**src/rtl/hood_mode_controller.sv**
```systemverilog
// Exhaust hood mode sequencer: button pulses to mode bus,
// with a 1 s prescaler and countdowns for the timed modes.
module hood_mode_controller #(
  parameter int MODE_WIDTH    = 3,
  parameter int MAX_WIDTH     = 32,
  parameter int COUNTER_1SEC  = 100_000_000,
  parameter int HURRICANE_SEC = 60,
  parameter int EXIT_SEC      = 60,
  parameter int CLEAN_SEC     = 180
) (
  input  logic                  clk,
  input  logic                  rst,
  input  logic                  power_btn,
  input  logic                  mode1_btn,
  input  logic                  mode2_btn,
  input  logic                  mode3_btn,
  input  logic                  clean_btn,
  output logic [MODE_WIDTH-1:0] current_mode,
  output logic [MAX_WIDTH-1:0]  countdown,
  output logic                  hurricane_used,
  output logic                  mode_changed
);

  localparam int PW = $clog2(COUNTER_1SEC + 1);

  typedef enum logic [2:0] {
    S_OFF    = 3'd0,
    S_STBY   = 3'd1,
    S_FIRST  = 3'd2,
    S_SECOND = 3'd3,
    S_THIRD  = 3'd4,
    S_EXIT   = 3'd5,
    S_CLEAN  = 3'd6
  } state_e;

  state_e               state_q, state_d;
  logic [MAX_WIDTH-1:0] cnt_q, cnt_d;
  logic [PW-1:0]        pre_q, pre_d;
  logic                 used_q, used_d;
  logic                 chg_q, chg_d;
  logic                 tick, timeout;

  assign tick    = (pre_q == PW'(COUNTER_1SEC));
  assign timeout = tick && (cnt_q == MAX_WIDTH'(1));

  always_comb begin
    state_d = state_q;
    unique case (state_q)
      S_OFF: begin
        if (power_btn) state_d = S_STBY;
      end
      S_STBY: begin
        if (power_btn)                    state_d = S_OFF;
        else if (mode3_btn && !used_q)    state_d = S_THIRD;
        else if (mode2_btn)               state_d = S_SECOND;
        else if (mode1_btn)               state_d = S_FIRST;
        else if (clean_btn)               state_d = S_CLEAN;
      end
      S_FIRST: begin
        if (power_btn)                    state_d = S_STBY;
        else if (mode3_btn && !used_q)    state_d = S_THIRD;
        else if (mode2_btn)               state_d = S_SECOND;
      end
      S_SECOND: begin
        if (power_btn)                    state_d = S_STBY;
        else if (mode3_btn && !used_q)    state_d = S_THIRD;
        else if (mode1_btn)               state_d = S_FIRST;
      end
      S_THIRD: begin
        if (timeout)        state_d = S_SECOND;
        else if (power_btn) state_d = S_EXIT;
      end
      S_EXIT: begin
        if (timeout) state_d = S_STBY;
      end
      S_CLEAN: begin
        // a power press beats a coincident timeout here
        if (power_btn)    state_d = S_OFF;
        else if (timeout) state_d = S_STBY;
      end
      default: state_d = S_OFF;
    endcase
  end

  always_comb begin
    chg_d  = (state_d != state_q);
    used_d = used_q;
    cnt_d  = cnt_q;
    pre_d  = tick ? '0 : pre_q + PW'(1);
    if (chg_d) begin
      pre_d = '0;
      unique case (state_d)
        S_THIRD: cnt_d = MAX_WIDTH'(HURRICANE_SEC);
        S_EXIT:  cnt_d = MAX_WIDTH'(EXIT_SEC);
        S_CLEAN: cnt_d = MAX_WIDTH'(CLEAN_SEC);
        default: cnt_d = '0;
      endcase
      if (state_d == S_THIRD) used_d = 1'b1;
      if (state_d == S_OFF)   used_d = 1'b0;
    end else if (tick && cnt_q != '0) begin
      cnt_d = cnt_q - MAX_WIDTH'(1);
    end
  end

  always_ff @(posedge clk) begin
    if (rst) begin
      state_q <= S_OFF;
      cnt_q   <= '0;
      pre_q   <= '0;
      used_q  <= 1'b0;
      chg_q   <= 1'b0;
    end else begin
      state_q <= state_d;
      cnt_q   <= cnt_d;
      pre_q   <= pre_d;
      used_q  <= used_d;
      chg_q   <= chg_d;
    end
  end

  assign current_mode   = MODE_WIDTH'(state_q);
  assign countdown      = cnt_q;
  assign hurricane_used = used_q;
  assign mode_changed   = chg_q;

endmodule

```
**config.mk**
```make
export PLATFORM = sky130hd
export DESIGN_NAME = hood_mode_controller
export DESIGN_NICKNAME = d
export VERILOG_FILES = /design/src/rtl/hood_mode_controller.sv
export SDC_FILE = /design/constraint.sdc
export NUM_CORES = 1
export LEC_CHECK = 0
export CAP_MARGIN = 20
export CELL_PAD_IN_SITES_DETAIL_PLACEMENT = 1
export CELL_PAD_IN_SITES_GLOBAL_PLACEMENT = 1
export CORE_AREA = 2 2 131 69
export DETAILED_ROUTE_END_ITERATION = 7
export DIE_AREA = 0 0 133 71
export GPL_ROUTABILITY_DRIVEN = 0
export GPL_TIMING_DRIVEN = 0
export PLACE_DENSITY_LB_ADDON = 0.1
export REMOVE_ABC_BUFFERS = 1
export SYNTH_ARGS = -nofsm -noshare
export SYNTH_HDL_FRONTEND = slang
export SYNTH_SLANG_ARGS = --single-unit
```
**constraint.sdc**
```tcl
create_clock -name clk -period 4.3 [get_ports clk]
set_input_delay 0.645 -clock clk [delete_from_list [all_inputs] [get_ports clk]]
set_output_delay 0.645 -clock clk [all_outputs]
set_load 0.05 [all_outputs]
```
==> key figures <==
Timing
  – Hold Violations, Final: 0
  – Max Slew Vio Count: 0
  – Setup TNS: 0 ps
  – # setup viols final: 0
  – Final worst path period share: 0.871
  – Slew margin rel.: 0.341
  – Final setup skew: 5.06 ps
  – Max frequency: 267 MHz
  – Worst-Margin Slew: between 900 and 1000 ps
  – RSZ-0062 raised after global routing: no
  – Fin crit period: 3750 ps
  – Setup WS post-layout: roughly 550 ps

Detailed routing
  – Detailed Routing Iterations Pass 1: 4
  – Final wirelength: 9050 um
  – Vias/cell: 5.30
  – First DRT Iteration DRCs: 154
  – Routed Antenna Nets: 0
  – DRC: 0
  – DR vias: 2,909
  – Average wire per standard cell: about 16 um

Floorplanning
  – Die area: 9440 sq um
  – Num ports: 44
  – Die width: roughly 130 um
  – Core area: 8380 sq um
  – Placement row count: 24
  – Initial core utilization: 0.390
  – Overall die height: 71 um

Synthesis
  – Largest cells by area after synthesis: dfxtp_1, xor2_1, nor2_1
  – Synth Instances: just under 400
  – YS warnings: 0
  – EDFF count, synth: 0
  – Ys async rst share: 0
  – Post-Syn Area: 3270 sq um
  – Post-synth top flop: dfxtp_1
  – Syn Area/Cell: 8.41 sq um
  – Post-synth top area share: 0.392
  – Top cells by count, synth: nor2_1, dfxtp_1, xor2_1, nand2_1, nand3_1
  – Register area share after synthesis: 0.392
  – Unique masters post-synth: 57
  – Synth area leader: dfxtp_1
  – Most frequent cell after synthesis: nor2_1
  – Register bit total from synthesis: 64

Final layout
  – Share of cells above drive strength 1: 0.0579
  – N_diodes: 0
  – Syn-to-layout area delta: 24.1%
  – Filler Cells Inserted: 981
  – Net count reported at finish: 440

GRT
  – Antenna violations before repair: 0
  – Vias in the first global route: 2,831
  – Largest net degree at the start of global routing: 29
  – First-pass GRT wire length: 14,900 um
  – GRT overflow: 0
  – Total track usage: 0.202

CTS
  – CTS sink cnt: 64
  – Cts bufs inserted: 9
  – Clock-pin slew on the worst setup and hold paths: 50 ps
  – Skew-Pair Late Insertion Delay: between 300 and 400 ps
  – Root buffer cell: clkbuf_16
  – CTS tree: built
  – Clock H-tree levels: 3
  – Longest Clk Path Bufs: 2

Critical path
  – Crit path kind: reg2reg
  – Critical path arrival: 3940 ps
  – CP endpoint kind: register
  – CP Launch Type: register
  – Crit path required time: 4490 ps
  – Critical Path Fanout Max: 28

Min path
  – Hold Crit Class: reg2reg

Power and ir drop
  – Leak Pwr: 1.39 nW
  – Switching share of total power: 0.295
  – Gate power share: 0.203
  – Sequential power share: 0.370
  – Int Power: 1.25 mW
  – Sw Pwr: 0.522 mW
  – Peak VDD IR: approximately 0.00019 V
  – Clock power frac: 0.427
  – Total power: 1.77 mW
  – Power per cell area: about 440 nW/um^2

Run
  – Maximum Capacitance Violations: 0

Outcome
  – Status: completed

Place
  – Post-Place Worst Slack: -160 ps
  – Hpwl dp: 6690 um
  – Port Buf Inserts: 43
layer usage:
layer,up-vias,wire (um),global-route usage
li1,1438,-,-
met2,61,3500,0.270
met1,1401,5020,0.313
met4,0,76,0.0538
met3,9,457,0.0552
met5,-,0,0
final timing paths:
check	start	to	slack, ps	cells past startpoint
min	pre_q[0]$_SDFF_PP0_	pre_q[0]$_SDFF_PP0_	510	1
max	countdown[22]$_SDFFE_PP0P_	pre_q[23]$_SDFF_PP0_	550	7
min reg2reg	pre_q[0]$_SDFF_PP0_	pre_q[0]$_SDFF_PP0_	510	1
max reg2reg	countdown[22]$_SDFFE_PP0P_	pre_q[23]$_SDFF_PP0_	550	7
logic make-up (layout without fill, tap and decap cells):
group	count (synthesis)	count (layout)	share of synthesized area
AND/OR/NAND/NOR	203	203	0.330
flip-flops	64	64	0.392
XOR/XNOR	49	49	0.131
AO/OA/AOI/OAI	40	40	0.0845
buffers and inverters	28	71	0.0436
adder cells (fa/ha/maj)	5	5	0.0191
metrics by stage:
| step | instances | instance area [sq um] | util | hold WS, ps |
|---|---|---|---|---|
| finish | 549 | 4060 | 0.484 | 506 |
| global route | 549 | 4060 | 0.484 | 529 |
| CTS | 549 | 4060 | 0.484 | 509 |
| detailed placement | 534 | 3750 | 0.448 | 495 |
| global placement | 534 | 3750 | 0.448 | 473 |
| floorplan | 374 | 3180 | - | 449 |
cell type report:
class | count | area, sq um | area share
Timing Repair Buffer | 43 | 430 | 0.106
Sequential cell | 64 | 1280 | 0.316
Multi-Input combinational cell | 297 | 1850 | 0.455
Clock buffer | 11 | 233 | 0.0574
Clock inverter | 4 | 70.1 | 0.0173
Inverter | 13 | 48.8 | 0.0120
Tap cell | 117 | 146 | 0.0361
worst max-delay path: stages, from the launching register on:
cell and delay, ps:
dfxtp_1 360, nor4_1 860, nand3_1 290, or4_4 620
nor3_2 260, or3_2 520, or2_2 560, nor2_1 110
sequential cells by signal, summed over array words and instances (netlist names):
register / flops
countdown: 32
current_mode: 3
hurricane_used: 1
mode_changed: 1
pre_q: 27
timing repair:
action | in CTS | in global routing
hold buffers | 0 | 0
resized for setup | 1 | 1
endpoints found under the setup margin | 27 | 27
setup buffers | 0 | 0
cell usage in the layout (no fill, tap or decap), types with 4 or more instances in the layout:
cell             instances
clkdlybuf4s50_1         43
inv_1                   13
clkbuf_16                9
xnor2_1                 16
a31oi_1                  4
nor2_1                  75
o21ai_0                  5
and3_1                   5
nor3_1                  10
nor4_1                   8
xor2_1                  33
a21oi_1                 12
nand4_1                 11
nor4b_1                  4
nand2_1                 26
ha_1                     5
and4_1                   6
nand3_1                 18
or3_1                    4
nand4b_1                 6
dfxtp_1                 64
power groups by stage:
stage / clock network [mW] / registers, mW / logic [mW]
floorplan: 0 / 0.721 / 0.182
global placement: 0 / 0.663 / 0.350
detailed placement: 0 / 0.665 / 0.359
CTS: 0.775 / 0.653 / 0.362
global route: 0.796 / 0.658 / 0.393
finish: 0.755 / 0.653 / 0.359
No activity file was read; power rests on OpenSTA's default activity.
